===== config.mk =====
export PLATFORM = sky130hd
export DESIGN_NAME = id_ex_stage
export DESIGN_NICKNAME = d
export VERILOG_FILES = /design/src/rtl/id_ex_stage_pkg.sv /design/src/rtl/id_ex_stage_fwd_sel.sv /design/src/rtl/id_ex_stage.sv
export SDC_FILE = /design/constraint.sdc
export NUM_CORES = 1
export LEC_CHECK = 0
export BUFFER_PORTS_ARGS = -buffer_cell sky130_fd_sc_hd__buf_2
export CORE_AREA = 2 2 141 143
export DETAILED_ROUTE_END_ITERATION = 10
export DIE_AREA = 0 0 143 145
export GPL_TIMING_DRIVEN = 0
export PLACE_DENSITY = 0.78
export SLEW_MARGIN = 20
export SYNTH_ARGS = -nofsm -noshare
export SYNTH_HDL_FRONTEND = slang
export SYNTH_HIERARCHICAL = 1
export SYNTH_SLANG_ARGS = --single-unit

===== constraint.sdc =====
create_clock -name clk -period 15.2 [get_ports clk]
set_input_delay 3.04 -clock clk [delete_from_list [all_inputs] [get_ports clk]]
set_output_delay 3.04 -clock clk [all_outputs]
set_load 0.1 [all_outputs]

===== src/rtl/id_ex_stage_pkg.sv =====
// Shared core definitions for the ID/EX boundary: datapath widths and the
// bundle of fields that travel from decode into execute.
package id_ex_stage_pkg;

  localparam int XLEN    = 32;
  localparam int RADDR_W = 5;

  typedef struct packed {
    logic [XLEN-1:0]    pc;
    logic [XLEN-1:0]    imm;
    logic [RADDR_W-1:0] rd_addr;
    logic               wb_en;
    logic [XLEN-1:0]    rs1_data;
    logic [XLEN-1:0]    rs2_data;
  } id_ex_bundle_t;

endpackage


===== src/rtl/id_ex_stage_fwd_sel.sv =====
// Combinational forwarding priority mux: picks the youngest writeback source
// whose destination matches addr; x0 never matches.
module id_ex_stage_fwd_sel #(
  parameter int NUM_FWD = 2,
  parameter int XLEN    = 32,
  parameter int RADDR_W = 5
) (
  input  logic [RADDR_W-1:0]         addr,
  input  logic [XLEN-1:0]            dflt,
  input  logic [NUM_FWD-1:0]         fwd_en,
  input  logic [NUM_FWD*RADDR_W-1:0] fwd_rd_addr,
  input  logic [NUM_FWD*XLEN-1:0]    fwd_data,
  output logic [XLEN-1:0]            data,
  output logic                       hit
);

  // Walk from oldest to youngest so the lowest matching index is written last.
  always_comb begin
    data = dflt;
    hit  = 1'b0;
    for (int i = NUM_FWD - 1; i >= 0; i--) begin
      if (fwd_en[i] && (fwd_rd_addr[i*RADDR_W +: RADDR_W] == addr) && (addr != '0)) begin
        data = fwd_data[i*XLEN +: XLEN];
        hit  = 1'b1;
      end
    end
  end

endmodule


===== src/rtl/id_ex_stage.sv =====
// Elastic ID/EX pipeline register with operand forwarding on capture and
// re-snooping while stalled. Optional counters: define ID_EX_PERF_EN.
module id_ex_stage #(
  parameter int XLEN    = id_ex_stage_pkg::XLEN,
  parameter int NUM_FWD = 2,
  parameter int RADDR_W = id_ex_stage_pkg::RADDR_W
) (
  input  logic                       clk,
  input  logic                       rst,
  input  logic                       id_valid,
  output logic                       id_ready,
  input  logic [XLEN-1:0]            id_pc,
  input  logic [XLEN-1:0]            id_imm,
  input  logic [RADDR_W-1:0]         id_rs1_addr,
  input  logic [RADDR_W-1:0]         id_rs2_addr,
  input  logic [RADDR_W-1:0]         id_rd_addr,
  input  logic                       id_wb_en,
  input  logic [XLEN-1:0]            id_rs1_data,
  input  logic [XLEN-1:0]            id_rs2_data,
  input  logic                       flush,
  input  logic [NUM_FWD-1:0]         fwd_en,
  input  logic [NUM_FWD*RADDR_W-1:0] fwd_rd_addr,
  input  logic [NUM_FWD*XLEN-1:0]    fwd_data,
  output logic                       ex_valid,
  input  logic                       ex_ready,
  output logic [XLEN-1:0]            ex_pc,
  output logic [XLEN-1:0]            ex_imm,
  output logic [RADDR_W-1:0]         ex_rd_addr,
  output logic                       ex_wb_en,
  output logic [XLEN-1:0]            ex_rs1_data,
`ifdef ID_EX_PERF_EN
  output logic [31:0]                perf_stall_cnt,
  output logic [31:0]                perf_bubble_cnt,
`endif
  output logic [XLEN-1:0]            ex_rs2_data
);

  // Handshake: a transfer into the stage happens on an edge where
  // id_valid && id_ready; a transfer out happens where ex_valid && ex_ready.
  // id_ready never looks at id_valid, and flush overrides every transfer in.
  logic               load;
  logic               hold;
  logic [RADDR_W-1:0] rs1_addr_q, rs2_addr_q;
  logic [RADDR_W-1:0] rs1_sel_addr, rs2_sel_addr;
  logic [XLEN-1:0]    rs1_dflt, rs2_dflt;
  logic [XLEN-1:0]    rs1_fwd, rs2_fwd;
  logic               rs1_hit, rs2_hit;

  assign id_ready = !ex_valid || ex_ready;
  assign load     = id_valid && id_ready && !flush;
  assign hold     = ex_valid && !ex_ready;

  // Same muxes serve both capture and re-snoop; only the address/default source changes.
  assign rs1_sel_addr = load ? id_rs1_addr : rs1_addr_q;
  assign rs2_sel_addr = load ? id_rs2_addr : rs2_addr_q;
  assign rs1_dflt     = load ? id_rs1_data : ex_rs1_data;
  assign rs2_dflt     = load ? id_rs2_data : ex_rs2_data;

  id_ex_stage_fwd_sel #(
    .NUM_FWD (NUM_FWD),
    .XLEN    (XLEN),
    .RADDR_W (RADDR_W)
  ) u_fwd_rs1 (
    .addr        (rs1_sel_addr),
    .dflt        (rs1_dflt),
    .fwd_en      (fwd_en),
    .fwd_rd_addr (fwd_rd_addr),
    .fwd_data    (fwd_data),
    .data        (rs1_fwd),
    .hit         (rs1_hit)
  );

  id_ex_stage_fwd_sel #(
    .NUM_FWD (NUM_FWD),
    .XLEN    (XLEN),
    .RADDR_W (RADDR_W)
  ) u_fwd_rs2 (
    .addr        (rs2_sel_addr),
    .dflt        (rs2_dflt),
    .fwd_en      (fwd_en),
    .fwd_rd_addr (fwd_rd_addr),
    .fwd_data    (fwd_data),
    .data        (rs2_fwd),
    .hit         (rs2_hit)
  );

  always_ff @(posedge clk or posedge rst) begin
    if (rst) begin
      ex_valid    <= 1'b0;
      ex_pc       <= '0;
      ex_imm      <= '0;
      ex_rd_addr  <= '0;
      ex_wb_en    <= 1'b0;
      ex_rs1_data <= '0;
      ex_rs2_data <= '0;
      rs1_addr_q  <= '0;
      rs2_addr_q  <= '0;
    end else if (flush) begin
      ex_valid <= 1'b0;
    end else if (load) begin
      ex_valid    <= 1'b1;
      ex_pc       <= id_pc;
      ex_imm      <= id_imm;
      ex_rd_addr  <= id_rd_addr;
      ex_wb_en    <= id_wb_en;
      ex_rs1_data <= rs1_fwd;
      ex_rs2_data <= rs2_fwd;
      rs1_addr_q  <= id_rs1_addr;
      rs2_addr_q  <= id_rs2_addr;
    end else if (hold) begin
      // A stalled instruction keeps tracking producers that retire under it.
      if (rs1_hit) ex_rs1_data <= rs1_fwd;
      if (rs2_hit) ex_rs2_data <= rs2_fwd;
    end else if (ex_valid) begin
      ex_valid <= 1'b0;
    end
  end

`ifdef ID_EX_PERF_EN
  always_ff @(posedge clk or posedge rst) begin
    if (rst) begin
      perf_stall_cnt  <= '0;
      perf_bubble_cnt <= '0;
    end else begin
      if (ex_valid && !ex_ready && (perf_stall_cnt != '1))
        perf_stall_cnt <= perf_stall_cnt + 32'd1;
      if (!ex_valid && !flush && (perf_bubble_cnt != '1))
        perf_bubble_cnt <= perf_bubble_cnt + 32'd1;
    end
  end
`endif

endmodule


* Yosys cells after proc, flatten, opt, wreduce, memory -nomap -nowiden
Cells that the tools add are included.
** Storage, ports and cells
- Output and inout bits :: 136
- Word-level logic and storage cells :: 59
- RAM bits :: 0
- Bits in read-only memories :: 0
- Input bits :: 225
- Bits in latches :: 0
- Memories :: 0
- Flip-flop bits (word level) :: 145
** Cells by class
- Bitwise operators :: 1
- Add/subtract/negate cells :: 0
- Multiply operators :: 0
- Divide/modulo/power cells :: 0
- Shifts and indexed selects :: 0
- Order comparisons :: 0
- Equality and inequality tests :: 5
- Muxes and demuxes :: 21
- Reduce and logical (&&, ||, !) cells :: 23
** Operators with widths (number)
- $mux 32 :: 12
- $eq 5x5->1 :: 4
- $logic_and 1x1->1 :: 11
- $mux 5 :: 2
- $reduce_bool 5->1 :: 2
- $mux 1 :: 7
- $reduce_and 3->1 :: 2
- $reduce_bool 2->1 :: 3
- $logic_not 1->1 :: 3
- $ne 3x3->1 const B :: 1
- $reduce_and 2->1 :: 1
- $logic_or 1x1->1 :: 1
- $not 1->1 :: 1

* Logic depth before layout (Yosys ltp)
- Depth after elaboration :: 13
- Depth in mapped cells :: 16
- Depth with buffers taken out :: 10

* Modules after synthesis
The synthesis kept the hierarchy.
** By module, submodules not included
- id_ex_stage :: seq. area each 3628.5 sq um, times used 1, cells each 397, area an instance 6600.1 sq um
- id_ex_stage_fwd_sel :: seq. area each 0.0 sq um, times used 2, cells each 201, area an instance 1123.6 sq um

* Worst setup path before layout
No wires, ideal clock.
- Path type :: input to output
- Start point :: in ex_ready
- End point :: out id_ready
- Setup slack :: 8.370 ns
- Cell stages on the path :: 3
- Data required time :: 12.160 ns
- Buffers on the path :: 1
- Data arrival time :: 3.790 ns
- Path through :: nor2b_2 > buf_6 > inv_1
** Between the ends
- Word-level cells in the longest chain between the ends :: 1
** RTL lines
- from (decl) :: line id_ex_stage.sv:25 : input logic ex_ready,
- $logic_or 1x1->1 :: line id_ex_stage.sv:49 : assign id_ready = !ex_valid || ex_ready;
- to (decl) :: line id_ex_stage.sv:11 : output logic id_ready,
No other way between the ends.

* Worst setup path after layout
Same ends and word-level chain as after synthesis.

==> metrics <==
grt ovf=0; GRT Total Usage=0.2764; CTS Buf Count=17; vias in the first global route=8131; most used cell, CP=buf_2; Critical Path AT=3.79 ns; Via Count=7910; worst hold margin=0.5045 ns; H-Tree Level Count=4; worst path required time=12.16 ns; metal3 WL=2541 microns; Unique masters post-synth=26; met2 WL post-DR=14050 microns; routability cong.=0.8626; max-cap viol count=0; Main synth FF type=dfrtp_1; Hold WC Path Type=flop to flop; Worst Tran Pin Value=0.6028 ns; syn_nets=1024; maximum vdd drop=0.0001446 V; setup ws final=8.371 ns; Rows=51; endpoint type of the worst setup path=output port; commonest non-fill, non-tap cell in the layout=buf_2; status=complete, no violations; Seq/Total Area, Yosys=0.4101; M1 WL=11540 microns; standby leakage power=5.483 nW; slowest CP cell=buf_2; CTS tree=built; Synth Instances=799; die height=145 microns; WL/cell=19.76 microns; design area=0.01164 sq mm; die width=143 microns; max_slew headroom=0.5981; DRT iter0 DRCs=566; Final Max Slew Viols=0; Crit Path Max Fanout=5; Core ar.=0.01921 sq mm; post-CTS sizing=0; pre-CTS setup slack=8.095 ns; Layout area overhead=31.59%; Clk Latency, worst-skew pair=0.43 ns; Starting Density=0.4606; crit path cell chain=buf_2, nor2b_2, buf_6, inv_1, buf_2; Worst setup SP type=input port; final WL=28860 microns; Fmax=146.4 MHz; num ports=361; Antenna Nets Post-Route=0; RSZ-0062 raised after global routing=no; Syn Area/Cell=11.07 sq um; Setup Fix Bufs, Post-CTS=0; most frequent cells in the layout=buf_2 (381), mux2_2 (151), dfrtp_1 (145); Clock Pin Slew Worst Setup and Hold Paths=0.07 ns; CTS Sinks=145; vias per cell=5.418; first-pass GRT wire length=44340 microns; cts hold-fix bufs=0; setup TNS=0 ns; die area=0.02074 sq mm; Post-Route Utilization=0.6061; ys async rst share=1.000; clk_skew=0.01432 ns; Final Hold Viols=0; final period utilization=0.4493; RR Startpoint=ex_valid; Critical path origin=ex_ready; DP Wirelength=21600 microns; hold_sp=ex_pc[31]; # nets final=1404; top sig layer=met5; Clock Tree Root=clkbuf_16; largest net degree at the start of global routing=88; IO buf count=360; CP max stage delay=0.42 ns; drt first pass iters=6; placed inst area=0.01102 sq mm; power per cell area=216.1 mW/mm^2; Clock Tree Buf Depth=2; antenna violations before repair=5; critical path class=input port to output port; share of cells above drive strength 1=0.5579; Cell Area, Synth=0.008847 sq mm; Post-synth EDFFs=0; Min Clock Period, post-route=6.829 ns; Seq cells post-synth=145; Residual DRC=0; Synth Warn #=6; Final setup viols=0
[metrics by stage]
step / cells / total power, mW
2_1_floorplan: 799 / 1.801
3_3_place_gp: 1424 / 2.051
3_5_place_dp: 1425 / 2.073
4_1_cts: 1457 / 2.523
5_1_grt: 1460 / 2.608
6_report: 1460 / 2.516
[logic make-up after synthesis]
kind of cell	count (synthesis)	synth area share
compound gates	136	0.09023
xor+xnor	20	0.01980
buf+inv	137	0.08104
flops	145	0.4101
mux	218	0.3029
simple gates	143	0.09588
[cells in the mapped netlist (4+ instances only)]
library cell | instances | share of area
a31oi_1 | 64 | 0.045
buf_2 | 21 | 0.012
buf_4 | 14 | 0.012
buf_6 | 9 | 0.011
buf_8 | 5 | 0.0085
clkbuf_1 | 22 | 0.0093
dfrtp_1 | 145 | 0.41
inv_1 | 66 | 0.028
mux2_1 | 7 | 0.0089
mux2_2 | 151 | 0.19
mux2_4 | 60 | 0.10
nand4_1 | 4 | 0.0028
nor3_1 | 64 | 0.036
o211ai_2 | 4 | 0.0057
o21ai_0 | 42 | 0.024
o21ai_1 | 24 | 0.014
or3_1 | 64 | 0.045
xnor2_1 | 20 | 0.020
[critical path: cells and delay by family]
kind,cells,cell delay (ns)
AND/OR/NAND/NOR,1,0.04
buffers and inverters,4,0.70
[flip-flops by register name, summed over array words and instances (netlist names)]
name         flops
ex_imm          32
ex_pc           32
ex_rs1_data     32
ex_rs2_data     32
ex_rd_addr       5
rs1_addr_q       5
rs2_addr_q       5
ex_valid         1
ex_wb_en         1
[path summary, 6_finish.rpt]
path / slack [ns] / to / cells past startpoint
min reg2reg: 0.50 / ex_pc[31] / 1
max in group asynchronous: 11.77 / ex_rs1_data[30] / 3
min in group asynchronous: 2.64 / rs1_addr_q[3] / 2
min: 0.50 / ex_pc[31] / 1
max reg2reg: 10.86 / ex_rs1_data[30] / 15
max: 8.37 / id_ready / 5
[per-layer routing]
layer,vias up,track usage
met2,458,0.4593
met4,4,0.1000
met5,-,0
met3,60,0.06502
li1,3638,-
met1,3750,0.3493
[report_power, final]
part	internal [mW]	leakage, nW	switching (mW)
combinational	0.344	3.45	1.13
clock	0.251	0.302	0.193
sequential	0.508	1.73	0.0864
[layout make-up]
class | instances | area [sq um]
diodes | 3 | 7.507
plain buffers | 71 | 469.2
clock buffers | 17 | 425.4
clock inverters | 15 | 193.9
fillers | 1644 | 7565
inverters | 66 | 255.2
multi-input cells | 517 | 4502
flip-flops and latches | 145 | 3628
well taps | 265 | 331.6
repair buffers | 361 | 1829
Note: power is estimated with default switching activity, not from simulation.
